**config.mk**
```make
export PLATFORM = sky130hd
export DESIGN_NAME = gray_dither_pack
export DESIGN_NICKNAME = d
export VERILOG_FILES = /design/src/rtl/gray_dither_pack.sv
export SDC_FILE = /design/constraint.sdc
export NUM_CORES = 1
export LEC_CHECK = 0
export CAP_MARGIN = 10
export CORE_UTILIZATION = 53
export CTS_CLUSTER_SIZE = 20
export DETAILED_ROUTE_END_ITERATION = 6
export PLACE_DENSITY = 0.76
export SLEW_MARGIN = 20
export SYNTH_ARGS = -nofsm -noshare
export SYNTH_HDL_FRONTEND = slang
export SYNTH_SLANG_ARGS = --single-unit
export TNS_END_PERCENT = 1
```
**constraint.sdc**
```tcl
create_clock -name clk -period 2.86 [get_ports clk]
set_input_delay 0.572 -clock clk [delete_from_list [all_inputs] [get_ports clk]]
set_output_delay 0.572 -clock clk [all_outputs]
set_load 0.05 [all_outputs]
```
**src/rtl/gray_dither_pack.sv**
```systemverilog
// gray_dither_pack: 4x4 Bayer ordered dithering of an N-bit gray stream to
// 1 bit per pixel, packed 8 pixels per byte (MSB = leftmost pixel), with
// line/frame markers and valid/ready handshakes on both sides.
module gray_dither_pack #(
    parameter int N = 8,
    parameter int W = 128,
    parameter int H = 64
) (
    input  logic         clk,
    input  logic         rst,
    input  logic [N-1:0] y,
    input  logic         y_valid,
    input  logic         sof,
    output logic         y_ready,
    output logic [7:0]   d,
    output logic         d_valid,
    input  logic         d_ready,
    output logic         eol,
    output logic         eof
);

    localparam int PXW = $clog2(W);
    localparam int PYW = ($clog2(H) < 2) ? 2 : $clog2(H);
    localparam int CW  = N + 6;

    // Bayer 4x4 threshold matrix lookup, indexed by (row, column) mod 4.
    function automatic logic [3:0] bayer_thr(input logic [1:0] row, input logic [1:0] col);
        logic [3:0] t;
        case ({row, col})
            4'h0:    t = 4'd0;
            4'h1:    t = 4'd8;
            4'h2:    t = 4'd2;
            4'h3:    t = 4'd10;
            4'h4:    t = 4'd12;
            4'h5:    t = 4'd4;
            4'h6:    t = 4'd14;
            4'h7:    t = 4'd6;
            4'h8:    t = 4'd3;
            4'h9:    t = 4'd11;
            4'hA:    t = 4'd1;
            4'hB:    t = 4'd9;
            4'hC:    t = 4'd15;
            4'hD:    t = 4'd7;
            4'hE:    t = 4'd13;
            4'hF:    t = 4'd5;
            default: t = 4'd0;
        endcase
        return t;
    endfunction

    logic [PXW-1:0] px_r;
    logic [PYW-1:0] py_r;
    logic [7:0]     acc_r;
    logic [7:0]     d_r;
    logic           d_valid_r;
    logic           eol_r;
    logic           eof_r;

    logic           accept_s;
    logic [PXW-1:0] cur_x_s;
    logic [PYW-1:0] cur_y_s;
    logic [3:0]     thr_s;
    logic [CW-1:0]  lhs_s;
    logic [CW-1:0]  rhs_s;
    logic           pix_bit_s;
    logic [7:0]     base_acc_s;
    logic [7:0]     byte_s;
    logic           last_in_byte_s;
    logic           line_end_s;
    logic           frame_end_s;
    logic [PXW-1:0] next_x_s;
    logic [PYW-1:0] next_y_s;

    // Upstream may push whenever no byte is stuck waiting for downstream.
    always_comb begin
        y_ready  = !d_valid_r || d_ready;
        accept_s = y_valid && y_ready;
    end

    // Position of the offered pixel, its dithered bit and the byte it completes.
    always_comb begin
        if (sof) begin
            cur_x_s    = '0;
            cur_y_s    = '0;
            base_acc_s = 8'h00;
        end else begin
            cur_x_s    = px_r;
            cur_y_s    = py_r;
            base_acc_s = acc_r;
        end
        thr_s = bayer_thr(cur_y_s[1:0], cur_x_s[1:0]);
        // 32*y >= (2t+1)*2^N, both sides exact at N+6 bits
        lhs_s     = {1'b0, y, 5'b00000};
        rhs_s     = {1'b0, thr_s, 1'b1, {N{1'b0}}};
        pix_bit_s = (lhs_s >= rhs_s);
        byte_s    = base_acc_s | ({7'b0000000, pix_bit_s} << (3'd7 - cur_x_s[2:0]));
        last_in_byte_s = (cur_x_s[2:0] == 3'd7);
        line_end_s     = (cur_x_s == PXW'(W - 1));
        frame_end_s    = line_end_s && (cur_y_s == PYW'(H - 1));
        if (line_end_s) begin
            next_x_s = '0;
            if (cur_y_s == PYW'(H - 1)) begin
                next_y_s = '0;
            end else begin
                next_y_s = cur_y_s + PYW'(1);
            end
        end else begin
            next_x_s = cur_x_s + PXW'(1);
            next_y_s = cur_y_s;
        end
    end

    // Advance the pixel position and shift the dithered bit into the accumulator.
    always_ff @(posedge clk) begin
        if (rst) begin
            px_r  <= '0;
            py_r  <= '0;
            acc_r <= 8'h00;
        end else if (accept_s) begin
            px_r <= next_x_s;
            py_r <= next_y_s;
            if (last_in_byte_s) begin
                acc_r <= 8'h00;
            end else begin
                acc_r <= byte_s;
            end
        end else begin
            px_r  <= px_r;
            py_r  <= py_r;
            acc_r <= acc_r;
        end
    end

    // Output byte register: load on the 8th pixel, hold while stalled, retire on d_ready.
    always_ff @(posedge clk) begin
        if (rst) begin
            d_r       <= 8'h00;
            d_valid_r <= 1'b0;
            eol_r     <= 1'b0;
            eof_r     <= 1'b0;
        end else if (accept_s && last_in_byte_s) begin
            d_r       <= byte_s;
            d_valid_r <= 1'b1;
            eol_r     <= line_end_s;
            eof_r     <= frame_end_s;
        end else if (d_ready) begin
            d_valid_r <= 1'b0;
        end else begin
            d_valid_r <= d_valid_r;
        end
    end

    assign d       = d_r;
    assign d_valid = d_valid_r;
    assign eol     = eol_r;
    assign eof     = eof_r;

endmodule

```
==> flow_metrics.py, run 1 <==
metrics = {
    "routing": {
        "detail_route.wl_per_cell_microns": 14.23,
        "vias": 1662,
        "routed_wirelength_microns": 3998,
        "ant_nets": 0,
        "via_per_inst": 5.915,
        "drt_iter0_drc": 57,
        "drtPass1Iterations": 4,
        "drc": 0,
    },
    "logic_synthesis": {
        "syn-instance-count": 212,
        "muxShareOfSynthArea": 0,
        "yosysTopAreaCell": "dfxtp_1",
        "synth_top_family_by_area": "simple AND/OR/NAND/NOR gates",
        "avgSynthCellArea_sq_um": 8.044,
        "ys_seq_area_frac": 0.3756,
        "synth_common_cells": "32 x dfxtp_1, 22 x nand2_1, 21 x a21oi_1, 15 x o21ai_0, 14 x nor2_1",
        "yosys.area_share.simple": 0.2649,
        "synth_area_leaders": "dfxtp_1 38%, a21oi_1 6.2%, ha_1 5.1%, nand2_1 4.8%, o21ai_0 4.4%",
        "synth_xor_area_frac": 0.01027,
        "synth.distinct_cells": 44,
        "synth.top_cell.area_share": 0.3756,
        "synth_edf_count": 0,
        "synth_most_common_cell": "dfxtp_1",
        "synth_area_sq_mm": 0.001705,
        "syn_nets": 232,
        "yosys_register_bits": 32,
        "synth-compound-area-share": 0.2472,
        "async_reset_ff_frac": 0,
        "yosys_warnings": 0,
        "synth_fa_ha_area_frac": 0.05136,
        "synthFlopType": "dfxtp_1",
    },
    "power_and_ir_drop": {
        "power_frac_clock": 0.420,
        "p_sw_frac": 0.2247,
        "p_int_mw": 0.7181,
        "p_switching_mw": 0.2082,
        "p_comb_frac": 0.090,
        "vdd_drop_max_mv": 0.2072,
        "cellLeakagePower_nw": 0.7860,
        "seq_power_share": 0.490,
        "powerDensity_mw_per_mm2": 444.9,
    },
    "global_route": {
        "grt_usage": 0.2624,
        "grt_overflow": 0,
        "grt_pass1_vias": 1582,
        "grt_pass1_wl_microns": 6817,
        "grt_max_degree": 24,
        "antenna_found_initial": 0,
    },
    "clocking": {
        "clockBufferDepth": 2,
        "clk_pin_slew_ps": 100,
        "cts_hold_buf": 0,
        "cts_tree": "built",
        "cts.sinks": 32,
        "ctsResizeCount": 0,
        "ctsHtreeMaxLevel": 2,
        "ctsRootBufferMaster": "clkbuf_4",
        "worstSkewPairLatency_ps": 340,
        "postCtsSetupBuffers": 0,
        "cts-buffers-inserted": 5,
    },
    "timing": {
        "post-route-period-util": 0.8704,
        "hold_viol": 0,
        "fin_tns_setup_ps": 0,
        "rsz0062_at_grt": "no",
        "slew_headroom": 0.6646,
        "max_freq_ghz": 0.4017,
        "min_period_ps": 2489,
        "fin_skew_ps": 13.06,
        "setup_violations": 0,
        "final_max_slew_viol_count": 0,
        "tightest_slew_ps": 501.5,
    },
    "placed_design": {
        "gp_congestion": 0.8273,
        "io_buffers": 21,
        "dp_hpwl_microns": 2870,
    },
    "layout": {
        "post-route-util": 0.6820,
        "drive_gt1_frac": 0.1139,
        "antenna_cells": 0,
        "area_delta_synth_final_pct": 22.08,
        "final_nets": 256,
        "fillCellCount": 273,
    },
    "floorplanning": {
        "ioPinCount": 25,
        "rows": 20,
        "dieArea_sq_mm": 0.003449,
        "fp.dieW_microns": 58.73,
        "coreArea_sq_mm": 0.003053,
        "die_y_microns": 58.73,
        "start_util": 0.5586,
    },
    "job": {
        "cap_viol_max_count": 0,
    },
    "worst_setup_path": {
        "critPathArrivalTime_ps": 2730,
        "cp_slowest_cell": "clkdlybuf4s50_1",
        "path_class": "in2reg",
        "start_kind": "primary input",
        "cp_slowest_stage_delay_ps": 490,
        "r2r-start": "px_r[1]",
        "required_ps": 3100,
        "setup.worst_path.start": "sof",
        "critical-path-top-delay-family": "buffers and inverters",
        "crit_fanout": 12,
        "path_cells": "clkdlybuf4s50_1 > inv_1 > buf_4 > nand2_1 > inv_1 > ha_1 > and3_1 > nor2_1 > a211oi_1",
        "cp-end-kind": "flip-flop",
        "crit_buf_inv": 4,
        "crit_top_cell": "inv_1",
    },
    "run_status": {
        "outcome": "finished, final reports clean",
    },
    "min_path": {
        "worstHoldStart": "eof",
        "hp-class": "reg2reg",
    },
}
[power groups by stage]
stage / Combinational (mW) / Sequential [mW] / Clock (mW)
2_1_floorplan: 0.0494 / 0.463 / 0
3_3_place_gp: 0.0796 / 0.464 / 0
3_5_place_dp: 0.0819 / 0.464 / 0
4_1_cts: 0.0827 / 0.454 / 0.396
5_1_grt: 0.0925 / 0.455 / 0.415
6_report: 0.0834 / 0.454 / 0.389
[sequential cells by signal, indices dropped and copies added, names as in the netlist]
| register | count |
|---|---|
| px_r | 7 |
| acc_r | 8 |
| d | 8 |
| eol | 1 |
| py_r | 6 |
| d_valid | 1 |
| eof | 1 |
[routing by layer]
| layer | vias to the layer above | routed length [microns] | GRT usage |
|---|---|---|---|
| met2 | 33 | 2040 | 0.4481 |
| met1 | 789 | 1720 | 0.2988 |
| met3 | 14 | 122 | 0.06593 |
| met4 | 0 | 116 | 0.1429 |
| li1 | 826 | - | - |
| met5 | - | 0 | 0 |
[layout by cell type, fill, tap and decap left out, drive strengths merged, types with 7 or more instances in the layout]
| cell type | count |
|---|---|
| inv | 8 |
| nand2 | 22 |
| o21ai | 15 |
| nand3 | 12 |
| dfxtp | 32 |
| ha | 7 |
| clkdlybuf4s50 | 20 |
| clkbuf | 7 |
| a21oi | 21 |
| buf | 11 |
| nor2 | 14 |
[stage by stage]
step                      setup WS [ps]  total power [mW]  area (sq um)  std cells  hold slack (ps)
after global placement            144.5            0.5437          1987        273            437.7
final                             370.6            0.9263          2082        281            458.3
after detailed placement          68.78            0.5462          1987        273            444.3
after CTS                         402.1            0.9325          2082        281            461.4
after floorplan                   441.6            0.5126          1705        212            425.4
after global routing              136.7            0.9629          2082        281            476.9
[logic make-up (layout without fill, tap and decap cells)]
family                     Yosys count  count (layout)
DFF                                 32              32
buffers and inverters               22              47
and+or+nand+nor                     82              82
AOI/OAI and AO/OA                   67              67
adders and majority gates            7               7
xor gates and xnor gates             2               2
[area by class of cell]
cell class | count | area, sq um | area share
Clock buffer | 7 | 65.06 | 0.03125
Timing Repair Buffer | 31 | 282.8 | 0.1358
Inverter | 8 | 30.03 | 0.01442
Sequential cell | 32 | 640.6 | 0.3077
Tap cell | 44 | 55.05 | 0.02644
Clock inverter | 1 | 30.03 | 0.01442
Multi-Input combinational cell | 158 | 978.4 | 0.4700
[tightest hold or removal path, delay by kind of cell, from the launching register on]
family	cells	cell delay [ps]
AOI/OAI and AO/OA	1	50
DFF	1	320
and+or+nand+nor	1	50
[worst paths after layout]
check                 end  slack (ps)  cells past startpoint
setup / recovery     d[4]         370                      9
hold / removal        eof         460                      2
setup reg to reg  py_r[4]         730                      6
hold reg to reg       eof         460                      2
Power figures use the tool's default switching activity.
==> run 2, diff against run 1 <==
--- a/config.mk
+++ b/config.mk
@@ -6,6 +6,7 @@
 export NUM_CORES = 1
 export LEC_CHECK = 0
 export CAP_MARGIN = 10
+export CORE_MARGIN = 4
 export CORE_UTILIZATION = 53
 export CTS_CLUSTER_SIZE = 20
 export DETAILED_ROUTE_END_ITERATION = 6
==> run 2 against run 1 <==
Highest routed layer unchanged. Setup slack better by 45 ps. Maximum frequency is 1.8% higher. Critical path type unchanged. Clock skew is 11 ps lower. Die area is 21% higher. Design area is 1.1% lower. Critical endpoint is now py_r[5]. Sequential share of layout area is 0.34 points higher. Non-clock buffer count is 1 lower. Wire length is 0.80% lower.
==> flow_metrics.py, run 2 (synthesized netlist as in run 1, its figures left out) <==
metrics = {
    "run_status": {
        "outcome": "finished, final reports clean",
    },
    "min_path": {
        "worstHoldStart": "eol",
        "hp-class": "reg2reg",
        "hold_depth": 2,
        "min_to": "eol",
    },
    "clocking": {
        "cts-buffers-inserted": 5,
        "cts.sinks": 32,
        "ctsResizeCount": 0,
        "cts_hold_buf": 0,
        "postCtsSetupBuffers": 0,
        "worstSkewPairLatency_ps": 340,
        "cts_tree": "built",
        "ctsHtreeMaxLevel": 2,
        "clockBufferDepth": 2,
        "clk_pin_slew_ps": 100,
        "ctsRootBufferMaster": "clkbuf_4",
    },
    "global_route": {
        "grt_pass1_vias": 1563,
        "antenna_found_initial": 0,
        "grt_usage": 0.2117,
        "grt_overflow": 0,
        "grt_max_degree": 19,
        "grt_pass1_wl_microns": 6989,
    },
    "worst_setup_path": {
        "required_ps": 3150,
        "cp-end-kind": "flip-flop",
        "path_cells": "clkdlybuf4s50_1 > nand2b_1 > inv_1 > ha_1 > and4b_4 > and3_1 > a2111oi_0 > a211o_1",
        "cp_slowest_cell": "clkdlybuf4s50_1",
        "crit_fanout": 8,
        "r2r_slack_ps": 790,
        "r2r-start": "px_r[1]",
        "rr_endpoint": "py_r[5]",
        "path_class": "in2reg",
        "reg2regPathDepth": 6,
        "cp_slowest_stage_delay_ps": 530,
        "start_kind": "primary input",
        "critPathArrivalTime_ps": 2740,
    },
    "timing": {
        "hold_viol": 0,
        "max_freq_ghz": 0.4090,
        "fin_tns_setup_ps": 0,
        "rsz0062_at_grt": "no",
        "slew_headroom": 0.6034,
        "setup_violations": 0,
        "min_period_ps": 2445,
        "fin_skew_ps": 2.373,
        "final_max_slew_viol_count": 0,
        "post-route-period-util": 0.8548,
        "tightest_slew_ps": 593.0,
    },
    "layout": {
        "register_area_sq_um": 640.6,
        "antenna_cells": 0,
        "multi_input_area_sq_um": 978.4,
        "final_common_cell": "dfxtp_1",
        "area_delta_synth_final_pct": 20.76,
        "mostFrequentLayoutCells": "32 x dfxtp_1, 22 x nand2_1, 21 x a21oi_1, 20 x clkdlybuf4s50_1, 15 x o21ai_0",
        "fillCellCount": 274,
        "post-route-cell-area_sq_mm": 0.002059,
        "drive_gt1_frac": 0.1102,
        "final_nets": 255,
    },
    "routing": {
        "drt_iter0_drc": 144,
        "drtPass1Iterations": 4,
        "detail_route.wl_per_cell_microns": 14.16,
        "via_per_inst": 5.925,
        "vias": 1659,
        "ant_nets": 0,
        "routed_wirelength_microns": 3966,
        "drc": 0,
    },
    "floorplanning": {
        "coreArea_sq_mm": 0.003078,
        "ioPinCount": 25,
        "dieArea_sq_mm": 0.004189,
        "start_util": 0.5541,
        "rows": 20,
        "fp.dieW_microns": 64.73,
        "die_y_microns": 64.73,
    },
    "placed_design": {
        "dp_hpwl_microns": 3005,
        "dpl_cell_area_sq_mm": 0.001979,
        "io_buffers": 21,
        "gp_congestion": 0.8919,
    },
    "power_and_ir_drop": {
        "vdd_drop_max_mv": 0.2898,
        "powerDensity_mw_per_mm2": 429.6,
        "cellLeakagePower_nw": 0.7700,
        "p_switching_mw": 0.2173,
        "power_frac_clock": 0.395,
        "p_int_mw": 0.6675,
        "seq_power_share": 0.513,
        "p_comb_frac": 0.092,
        "p_sw_frac": 0.2456,
    },
    "job": {
        "cap_viol_max_count": 0,
    },
}
## run 2: cell types whose count changed in the layout (fill, tap and decap cells not counted), sizes merged
cell,change
clkbuf,-2
buf,-1
clkinv,+1
clkinvlp,+1
## run 2: critical path: cells and delay by family
| kind | cells | cell delay, ps |
|---|---|---|
| AND/OR/NAND/NOR | 3 | 730 |
| buffers and inverters | 2 | 590 |
| adder cells (fa/ha/maj) | 1 | 210 |
| AO/OA/AOI/OAI | 2 | 640 |
## run 2: power groups by stage
stage	clock network, mW	registers (mW)	logic, mW
after floorplan	0	0.463	0.0494
after global placement	0	0.464	0.0787
after detailed placement	0	0.464	0.0808
after CTS	0.354	0.454	0.0813
after global routing	0.382	0.455	0.0914
final	0.349	0.454	0.0813
## run 2: cell type report
| class | instances | share of cell area |
|---|---|---|
| Multi-Input combinational cell | 158 | 0.4751 |
| Sequential cell | 32 | 0.3111 |
| Timing Repair Buffer | 30 | 0.1337 |
| Tap cell | 44 | 0.02673 |
| Clock inverter | 3 | 0.02066 |
| Clock buffer | 5 | 0.01823 |
| Inverter | 8 | 0.01458 |
## run 2: stage by stage
stage / hold slack [ps] / worst slack, ps / std cells / power (mW) / util
2_1_floorplan: 425.4 / 441.6 / 212 / 0.5126 / -
3_3_place_gp: 435.2 / 176.0 / 272 / 0.5427 / 0.6431
3_5_place_dp: 443.9 / 74.39 / 272 / 0.5450 / 0.6431
4_1_cts: 466.7 / 432.4 / 280 / 0.8887 / 0.6691
5_1_grt: 490.3 / 296.7 / 280 / 0.9284 / 0.6691
6_report: 464.3 / 415.2 / 280 / 0.8847 / 0.6691
## run 2: worst max-delay path by stage
stage / start / endpoint / depth (start not counted)
finish: sof / py_r[5] / 8
global route: sof / py_r[5] / 8
CTS: sof / py_r[5] / 8
detailed placement: sof / py_r[5] / 8
global placement: sof / py_r[4] / 8
floorplan: sof / eof / 10
## run 2: routing by layer
metal | track usage | share of wire | up-vias
met2 | 0.3333 | 0.46 | 48
li1 | - | - | 824
met3 | 0.04333 | 0.051 | 8
met4 | 0.1029 | 0.019 | 0
met1 | 0.2744 | 0.47 | 779
met5 | 0 | 0 | -
==> run 3, diff against run 2 <==
--- a/config.mk
+++ b/config.mk
@@ -10,6 +10,7 @@
 export CORE_UTILIZATION = 53
 export CTS_CLUSTER_SIZE = 20
 export DETAILED_ROUTE_END_ITERATION = 6
+export GPL_ROUTABILITY_DRIVEN = 0
 export PLACE_DENSITY = 0.76
 export SLEW_MARGIN = 20
 export SYNTH_ARGS = -nofsm -noshare
==> run 3 against run 2 <==
Combinational power up 0.9%. Global-route usage about the same. Non-clock buffer count unchanged. Clock power down 20%. Die area unchanged. Register-to-register slack worse by 20 ps. First-iteration DRC count up 4.9%. Total power down 8.0%. Wire length up 0.35%. Core utilization down 0.69 points. Critical path depth unchanged. Maximum frequency up 1.2%.
==> flow_metrics.py, run 3 (synthesized netlist as in run 1, its figures left out) <==
metrics = {
    "run_status": {
        "outcome": "finished, final reports clean",
    },
    "layout": {
        "antenna_cells": 0,
        "final_nets": 255,
        "final_common_cell": "dfxtp_1",
        "multi_input_area_sq_um": 978.4,
        "register_area_sq_um": 640.6,
        "drive_gt1_frac": 0.1017,
        "fillCellCount": 287,
        "mostFrequentLayoutCells": "32 x dfxtp_1, 22 x nand2_1, 21 x a21oi_1, 20 x clkdlybuf4s50_1, 15 x o21ai_0",
        "area_delta_synth_final_pct": 19.52,
    },
    "timing": {
        "fin_tns_setup_ps": 0,
        "rsz0062_at_grt": "no",
        "hold-worst-slack_ps": 458.2,
        "fin_ws_ps": 444.3,
        "fin_skew_ps": 8.511,
        "hold_viol": 0,
        "slew_headroom": 0.5955,
        "setup_violations": 0,
        "min_period_ps": 2416,
        "post-route-period-util": 0.8446,
        "final_max_slew_viol_count": 0,
        "tightest_slew_ps": 604.9,
        "max_freq_ghz": 0.4140,
    },
    "global_route": {
        "grt_pass1_wl_microns": 6962,
        "antenna_found_initial": 0,
        "grt_usage": 0.2120,
        "grt_overflow": 0,
        "grt_pass1_vias": 1553,
        "grt_max_degree": 19,
    },
    "worst_setup_path": {
        "crit_fanout": 8,
        "cp_slowest_stage_delay_ps": 480,
        "path_class": "in2reg",
        "reg2regPathDepth": 6,
        "required_ps": 3100,
        "path_cells": "clkdlybuf4s50_1 > nand2b_1 > inv_1 > ha_1 > and4b_4 > and3_1 > nand3_1 > a311oi_1",
        "cp_slowest_cell": "clkdlybuf4s50_1",
        "critPathArrivalTime_ps": 2660,
        "cp-end-kind": "flip-flop",
        "start_kind": "primary input",
    },
    "clocking": {
        "cts-buffers-inserted": 5,
        "ctsResizeCount": 0,
        "ctsRootBufferMaster": "clkbuf_4",
        "cts_hold_buf": 0,
        "clockBufferDepth": 2,
        "cts.sinks": 32,
        "clk_pin_slew_ps": 100,
        "cts_tree": "built",
        "ctsHtreeMaxLevel": 2,
        "postCtsSetupBuffers": 0,
        "worstSkewPairLatency_ps": 330,
    },
    "routing": {
        "ant_nets": 0,
        "drc": 0,
        "routed_wirelength_microns": 3980,
        "detail_route.wl_per_cell_microns": 14.21,
        "drt_iter0_drc": 151,
        "drtPass1Iterations": 4,
        "via_per_inst": 5.832,
        "vias": 1633,
    },
    "min_path": {
        "hold_depth": 2,
        "hp-class": "reg2reg",
    },
    "floorplanning": {
        "dieArea_sq_mm": 0.004189,
        "rows": 20,
        "die_y_microns": 64.73,
        "start_util": 0.5541,
        "fp.dieW_microns": 64.73,
        "ioPinCount": 25,
        "coreArea_sq_mm": 0.003078,
    },
    "job": {
        "cap_viol_max_count": 0,
    },
    "power_and_ir_drop": {
        "cellLeakagePower_nw": 0.7614,
        "powerDensity_mw_per_mm2": 399.2,
        "vdd_drop_max_mv": 0.3418,
    },
    "placed_design": {
        "io_buffers": 21,
        "dp_hpwl_microns": 2899,
        "dp_slack_ps": 99.80,
    },
}
[run 3: path summary, 6_finish.rpt]
path | endpoint | from | slack (ps)
max | py_r[3] | sof | 440
min | eof | eof | 460
max reg2reg | py_r[3] | px_r[1] | 770
min reg2reg | eof | eof | 460
[run 3: critical path, delay by kind of cell]
family / cells / cell delay (ps)
and+or+nand+nor: 4 / 1040
buffers and inverters: 2 / 560
AOI/OAI and AO/OA: 1 / 300
adders and majority gates: 1 / 180
[run 3: final cells by class]
class	count	area share
Sequential cell	32	0.3143
Tap cell	44	0.02701
Inverter	8	0.01473
Multi-Input combinational cell	158	0.4801
Clock buffer	8	0.02885
Timing Repair Buffer	30	0.1351
[run 3: report_power, final]
group          switching (mW)  internal, mW
Combinational          0.0465        0.0356
Clock                   0.157         0.121
Sequential            0.00408         0.450
[run 3: per-layer routing]
layer | GRT usage | vias to the layer above | part of all wire
met2 | 0.3474 | 46 | 0.47
met5 | 0 | - | 0
met4 | 0.07388 | 0 | 0.0053
li1 | - | 819 | -
met1 | 0.2655 | 766 | 0.46
met3 | 0.05893 | 2 | 0.063
[run 3: per-stage QoR]
step	utilization	cell area [sq um]	total power [mW]	cells
3_3_place_gp	0.6431	1979	0.5425	272
5_1_grt	0.6622	2038	0.8510	280
2_1_floorplan	-	1705	0.5126	212
3_5_place_dp	0.6431	1979	0.5451	272
4_1_cts	0.6622	2038	0.8143	280
6_report	0.6622	2038	0.8137	280
